**config.mk**
```make
export PLATFORM = sky130hd
export DESIGN_NAME = mem_port_arbiter
export DESIGN_NICKNAME = d
export VERILOG_FILES = /design/src/rtl/mem_port_arbiter.sv
export SDC_FILE = /design/constraint.sdc
export NUM_CORES = 1
export LEC_CHECK = 0
export CORE_AREA = 2 2 165 167
export CTS_CLUSTER_SIZE = 24
export DETAILED_ROUTE_END_ITERATION = 6
export DIE_AREA = 0 0 167 169
export GPL_ROUTABILITY_DRIVEN = 0
export GPL_TIMING_DRIVEN = 0
export PLACE_DENSITY = 0.75
export SLEW_MARGIN = 25
export SYNTH_ARGS = -nofsm -noshare
export SYNTH_HDL_FRONTEND = slang
export SYNTH_SLANG_ARGS = --single-unit
```
**constraint.sdc**
```tcl
create_clock -name clk -period 1.7 [get_ports clk]
set_input_delay 0.17 -clock clk [delete_from_list [all_inputs] [get_ports clk]]
set_output_delay 0.17 -clock clk [all_outputs]
set_load 0.02 [all_outputs]
```
**src/rtl/mem_port_arbiter.sv**
```systemverilog
`default_nettype none
// ============================================================================
// Module      : mem_port_arbiter (with mem_port_arbiter_pkg)
// Description : Shares one single-ported memory between the core's fetch and
//               data interfaces. Each requester has a one-entry request
//               buffer. Only one memory transaction is in flight at a time.
//               Data has priority, and a starvation counter forces a fetch
//               grant after STARVE_LIMIT consecutive data grants.
// Revision    : 1.0 - initial release
// ============================================================================

package mem_port_arbiter_pkg;

    typedef struct packed {
        logic        valid;
        logic [31:0] addr;
        logic [31:0] data;
        logic [3:0]  do_read;
        logic [3:0]  do_write;
    } memory_io_req;

    typedef struct packed {
        logic        valid;
        logic        ready;
        logic [31:0] addr;
        logic [31:0] data;
    } memory_io_rsp;

    localparam memory_io_req memory_io_no_req = '0;

endpackage

module mem_port_arbiter
    import mem_port_arbiter_pkg::*;
#(
    parameter int STARVE_LIMIT = 4
) (
    input  logic         clk,
    input  logic         reset,
    input  memory_io_req inst_req,
    output memory_io_rsp inst_rsp,
    input  memory_io_req data_req,
    output memory_io_rsp data_rsp,
    output memory_io_req mem_req,
    input  memory_io_rsp mem_rsp,
    output logic         stray_rsp
);

    typedef enum logic [1:0] {
        IDLE   = 2'd0,
        WAIT_I = 2'd1,
        WAIT_D = 2'd2
    } state_t;

    localparam logic [3:0] c_STARVE_LIMIT = 4'(STARVE_LIMIT);
    localparam logic [3:0] c_STARVE_MAX   = 4'd15;

    state_t       r_state;
    state_t       w_state_next;

    logic         r_pend_i;
    logic         r_pend_d;
    memory_io_req r_buf_i;
    memory_io_req r_buf_d;

    logic [3:0]   r_starve_cnt;

    logic         r_irsp_valid;
    logic [31:0]  r_irsp_addr;
    logic [31:0]  r_irsp_data;
    logic         r_drsp_valid;
    logic [31:0]  r_drsp_addr;
    logic [31:0]  r_drsp_data;
    logic         r_stray;

    logic         w_pick_i;
    logic         w_grant_i;
    logic         w_grant_d;
    logic         w_done_i;
    logic         w_done_d;
    memory_io_req w_mem_req;

    // Fetch wins if it is the only one pending or data has starved it long enough
    assign w_pick_i = r_pend_i && (!r_pend_d || (r_starve_cnt >= c_STARVE_LIMIT));

    // Completion of the owning transaction, one per WAIT state
    assign w_done_i = (r_state == WAIT_I) && mem_rsp.valid;
    assign w_done_d = (r_state == WAIT_D) && mem_rsp.valid;

    // State register
    always_ff @(posedge clk) begin
        if (reset) begin
            r_state <= IDLE;
        end else begin
            r_state <= w_state_next;
        end
    end

    // Next-state, grant decision and memory request drive
    always_comb begin
        w_state_next = r_state;
        w_mem_req    = memory_io_no_req;
        w_grant_i    = 1'b0;
        w_grant_d    = 1'b0;
        case (r_state)
            IDLE: begin
                if (mem_rsp.ready && (r_pend_i || r_pend_d)) begin
                    if (w_pick_i) begin
                        w_grant_i    = 1'b1;
                        w_mem_req    = r_buf_i;
                        w_state_next = WAIT_I;
                    end else begin
                        w_grant_d    = 1'b1;
                        w_mem_req    = r_buf_d;
                        w_state_next = WAIT_D;
                    end
                    w_mem_req.valid = 1'b1;
                end
            end
            WAIT_I: begin
                if (mem_rsp.valid) begin
                    w_state_next = IDLE;
                end
            end
            WAIT_D: begin
                if (mem_rsp.valid) begin
                    w_state_next = IDLE;
                end
            end
            default: begin
                w_state_next = IDLE;
            end
        endcase
    end

    // Request buffers: capture while empty, release on the owner's completion
    always_ff @(posedge clk) begin
        if (reset) begin
            r_pend_i <= 1'b0;
            r_pend_d <= 1'b0;
            r_buf_i  <= memory_io_no_req;
            r_buf_d  <= memory_io_no_req;
        end else begin
            if (inst_req.valid && !r_pend_i) begin
                r_pend_i <= 1'b1;
                r_buf_i  <= inst_req;
            end else if (w_done_i) begin
                r_pend_i <= 1'b0;
            end
            if (data_req.valid && !r_pend_d) begin
                r_pend_d <= 1'b1;
                r_buf_d  <= data_req;
            end else if (w_done_d) begin
                r_pend_d <= 1'b0;
            end
        end
    end

    // Count data grants that bypass a waiting fetch, saturating at 15
    always_ff @(posedge clk) begin
        if (reset) begin
            r_starve_cnt <= 4'd0;
        end else if (!r_pend_i || w_grant_i) begin
            r_starve_cnt <= 4'd0;
        end else if (w_grant_d && (r_starve_cnt != c_STARVE_MAX)) begin
            r_starve_cnt <= r_starve_cnt + 4'd1;
        end
    end

    // Registered responses: one-cycle valid to the owner only, stray flag otherwise
    always_ff @(posedge clk) begin
        if (reset) begin
            r_irsp_valid <= 1'b0;
            r_irsp_addr  <= 32'd0;
            r_irsp_data  <= 32'd0;
            r_drsp_valid <= 1'b0;
            r_drsp_addr  <= 32'd0;
            r_drsp_data  <= 32'd0;
            r_stray      <= 1'b0;
        end else begin
            r_irsp_valid <= w_done_i;
            r_drsp_valid <= w_done_d;
            r_stray      <= (r_state == IDLE) && mem_rsp.valid;
            if (w_done_i) begin
                r_irsp_addr <= mem_rsp.addr;
                r_irsp_data <= mem_rsp.data;
            end
            if (w_done_d) begin
                r_drsp_addr <= mem_rsp.addr;
                r_drsp_data <= mem_rsp.data;
            end
        end
    end

    assign mem_req   = w_mem_req;
    assign stray_rsp = r_stray;

    assign inst_rsp.valid = r_irsp_valid;
    assign inst_rsp.ready = !r_pend_i;
    assign inst_rsp.addr  = r_irsp_addr;
    assign inst_rsp.data  = r_irsp_data;

    assign data_rsp.valid = r_drsp_valid;
    assign data_rsp.ready = !r_pend_d;
    assign data_rsp.addr  = r_drsp_addr;
    assign data_rsp.data  = r_drsp_data;

endmodule

`default_nettype wire
```
# == Yosys cells after proc, flatten, opt, wreduce, memory -nomap -nowiden ==
# Cells that the tools add are included.
# totals
word_cells,62
input_bits,214
regBits,283
out_inout_bits,206
# op_classes
n_reduce_logical,19
eq_ne,5
muxes,17
addsub,1
magnitude_cmp,1
# ops
cell,n
$mux 73,2
$mux 72,1
$mux 1,10
$logic_and 1x1->1,8
$mux 2,3
$add 4x1->4 const B,1
$ge 4x3->1 const B,1
$ne 4x4->1 const B,1
$pmux 2 s2,1
$reduce_bool 2->1,2
$reduce_or 2->1,2
$logic_or 1x1->1,3
$eq 2x1->1 const B,1
$eq 2x2->1 const B,1
$logic_not 1->1,2
$logic_not 2->1,1
$ne 2x1->1 const B,1
$ne 2x2->1 const B,1
$reduce_and 2->1,1

# == Longest topological paths before layout ==
# logic_depth
ltp_word,8
mapped_depth,7
depth_no_buf,5

# == Worst setup path before layout ==
# No wires, ideal clock.
# synth_path
kind,reg2out
startpoint,register r_state[0]
endpoint,output port mem_req[0] in the netlist's numbering
arrival_time_ns,1.393
stages_incl_launch_ff,7
path_buffers,1
required_ns,1.530
slack_ns,0.137
cell_sequence,dfxtp_1 -> inv_1 -> ha_1 -> nand3_1 -> nor2_2 -> buf_2 -> a22o_1
# synth_lines
item,line,text
from (decl),58,state_t r_state;
from (signal assigned),95,r_state <= w_state_next;
to (decl),44,"output memory_io_req mem_req,"

==> results.ini <==
[outcome]
status = finished with violations
failed_checks = negative setup slack

[synth]
syn_area_per_cell_um2 = 7.905
synth_compound_area_share_pct = 19.91
synthSimpleGateAreaFrac_pct = 21.06
synth_cell_types = 31
ys_ff_latch = 283
synthMuxAreaShare_pct = 0
synth_cells = 1334
synth_xor_area_share_pct = 0
synth_fp_nets = 1552
synth_top_family_by_area = simple AND/OR/NAND/NOR gates
synthAdderAreaFrac_pct = 0.4746
seq_area_frac_synth_pct = 53.73
syn_area_um2 = 10550
ys_warn_count = 0

[power_and_ir_drop]
p_leak_uw = 0.007503
seqPwrFrac_pct = 44.8
peakVddDrop_mv = 0.8685
internal_power_uw = 11850
power_frac_clock_pct = 41.6
p_comb_share_pct = 13.7
p_total_uw = 15820
power.switching_uw = 3966
p_sw_share_pct = 25.07
power.density_nw_per_um2 = 947.7

[job]
maxCapViolations = 0

[global_route]
grt_pass1_wl_mm = 60.62
grt_pass1_vias = 11090
grt_util_met3_pct = 10.22
grtUsageMet1_pct = 29.97
antenna_found_initial = 4
grt-ovfl-total = 0
top_usage_layer = met2
grt_usage_pct = 27.01
grt_use_met2_pct = 47.29
grt_max_degree = 15

[route]
finalWirelength_mm = 40.06
drc = 0
dr.first_iter.drc_count = 729
routed_via_density = 5.105
postRouteAntennaNets = 0
via_count = 11060
wl_per_cell_um = 18.48
first_pass_iters = 5

[worst_setup_path]
arrival_ns = 1.99
worst_ep_required_time_ns = 1.53
critPathKind = reg2out
path_cells = inv_2 -> ha_4 -> nand3_4 -> nor2_4 -> buf_12 -> clkbuf_16 -> a22o_1 -> buf_6
cp-end-kind = output pin
critPathLaunch = r_state[0]$_SDFFE_PP0P_
critPathMaxFanout = 6
timing.rr.start = r_state[0]$_SDFFE_PP0P_
max_stage_delay_ns = 0.33
cp-start-kind = register
cp_slowest_cell = dfxtp_2

[final_layout]
final_cell_mix = nand2_1 (545), dfxtp_1 (279), a21oi_1 (277), clkdlybuf4s50_1 (237), a22o_1 (67)
drive_above_1_share_pct = 13.17
fin_cells = 2167
layout_commonest_cell = nand2_1
utilization_pct = 62.99
areaGrowthSynthToFinish_pct = 58.31
fin_nets = 2019

[clock_tree]
clockBufferDepth = 3
htreeDepth = 1
clk_pin_slew_worst_paths_ns = 0.06
clock-sinks = 283
clk_latency_ns = 0.56
cts_tree = done
cts_buffers = 29
cts_root_buf = clkbuf_16

[floorplan]
coreArea_um2 = 26500
dieArea_um2 = 28220
rows = 60
fp.dieH_um = 169
die_w_um = 167
pin_count = 420
initial_core_util_pct = 39.79

[timing]
rsz0062_at_grt = yes
finalSetupViolations = 73
finClkSkew_ns = 0.01755
maxSlewHeadroom_pct = 57.07
hold_viol_final = 0
min_period_ns = 2.163
drv_slew = 0
worst_pin_slew_ns = 0.6440
worst_slack_ns = -0.4627
max_freq_mhz = 462.4
finalCritPeriodShare_pct = 127.2

[place]
dp_hpwl_mm = 29.21
io_buffer_count = 419
pre_cts_ws_ns = -1.005
dp.cells = 2094

[min_path]
timing.hold.worst.class = in2reg
min-delay-start = inst_req[22]

-- metal layers --
metal	vias to the layer above	share of wire (%)
li1	5341	-
met1	5214	37
met2	427	49
met3	80	10
met4	0	3.1
met5	-	0
-- area by class of cell --
cell class	instances	area, um^2
well taps	341	426.7
diodes	3	7.507
inverters	6	25.02
flip-flops and latches	283	5673
clock inverters	11	136.4
plain buffers	107	653.1
clock buffers	42	844.6
repair buffers	437	4467
fillers	2308	9807
multi-input cells	937	4461
-- worst max-delay path, delay by kind of cell (launching register included) --
family | cells | cell delay [ns]
compound gates | 1 | 0.16
fa+ha+maj | 1 | 0.17
flops | 1 | 0.33
buf+inv | 4 | 0.53
simple gates | 2 | 0.27
-- per-stage QoR --
| step | hold WS, ns | cell area (um^2) | setup TNS (ns) |
|---|---|---|---|
| 6_report | 0.1672 | 16690 | -30.64 |
| 2_1_floorplan | 0.3060 | 10550 | 0 |
| 3_5_place_dp | 0.4460 | 15170 | -178.88 |
| 4_1_cts | 0.1454 | 16380 | -33.09 |
| 3_3_place_gp | 0.4409 | 15170 | -170.70 |
| 5_1_grt | 0.1630 | 16690 | -37.70 |
-- path summary, 6_finish.rpt --
kind / depth (start not counted) / to / slack, ns
hold / removal: 3 / r_buf_i[22]$_SDFFE_PP0P_ / 0.17
hold reg to reg: 2 / r_drsp_addr[21]$_SDFFE_PP0P_ / 0.45
setup / recovery: 8 / mem_req[13] / -0.46
setup reg to reg: 7 / r_drsp_addr[27]$_SDFFE_PP0P_ / 0.06
-- synth_stat cells, drive strengths merged --
cell	instances	area share (%)
a21oi	277	13
a22o	72	6.0
a22oi	1	0.071
a31oi	2	0.12
and2	2	0.12
and2b	1	0.071
and3	3	0.19
buf	78	3.5
clkbuf	30	1.1
dfxtp	283	54
ha	4	0.47
inv	6	0.21
nand2	546	19
nand2b	4	0.24
nand3	2	0.14
nor2	9	0.42
nor2b	2	0.12
nor3	1	0.047
nor3b	1	0.12
o21a	1	0.14
o21ai	3	0.14
o2bb2ai	2	0.17
o31ai	2	0.14
or4	1	0.071
or4b	1	0.095
-- state kept, by name, summed over array words and instances (netlist names), 2 cells and up --
register and cells:
r_irsp_data 32, r_buf_d 72, r_drsp_data 32, r_buf_i 72, r_starve_cnt 4, r_state 2, r_irsp_addr 32, r_drsp_addr 32
-- power by group through the flow --
| stage | logic (uW) | registers [uW] | clock network [uW] |
|---|---|---|---|
| floorplan | 839 | 7270 | 0 |
| global placement | 2000 | 7210 | 0 |
| detailed placement | 2010 | 7220 | 0 |
| CTS | 2110 | 7080 | 6660 |
| global route | 2340 | 7110 | 6930 |
| finish | 2160 | 7080 | 6580 |
-- logic make-up after synthesis --
| kind of cell | count (synthesis) |
|---|---|
| buffers and inverters | 114 |
| flip-flops | 283 |
| AO/OA/AOI/OAI | 360 |
| adder cells (fa/ha/maj) | 4 |
| AND/OR/NAND/NOR | 573 |
-- what timing repair did --
action | 4_1_cts | 5_1_grt
setup endpoints to repair | 252 | 210
gates resized for setup | 534 | 90
setup buffers | 12 | 2
hold buffers | 0 | 0
cloned | 1 | 3
pin swaps | 18 | 31
No activity file was read; power rests on OpenSTA's default activity.
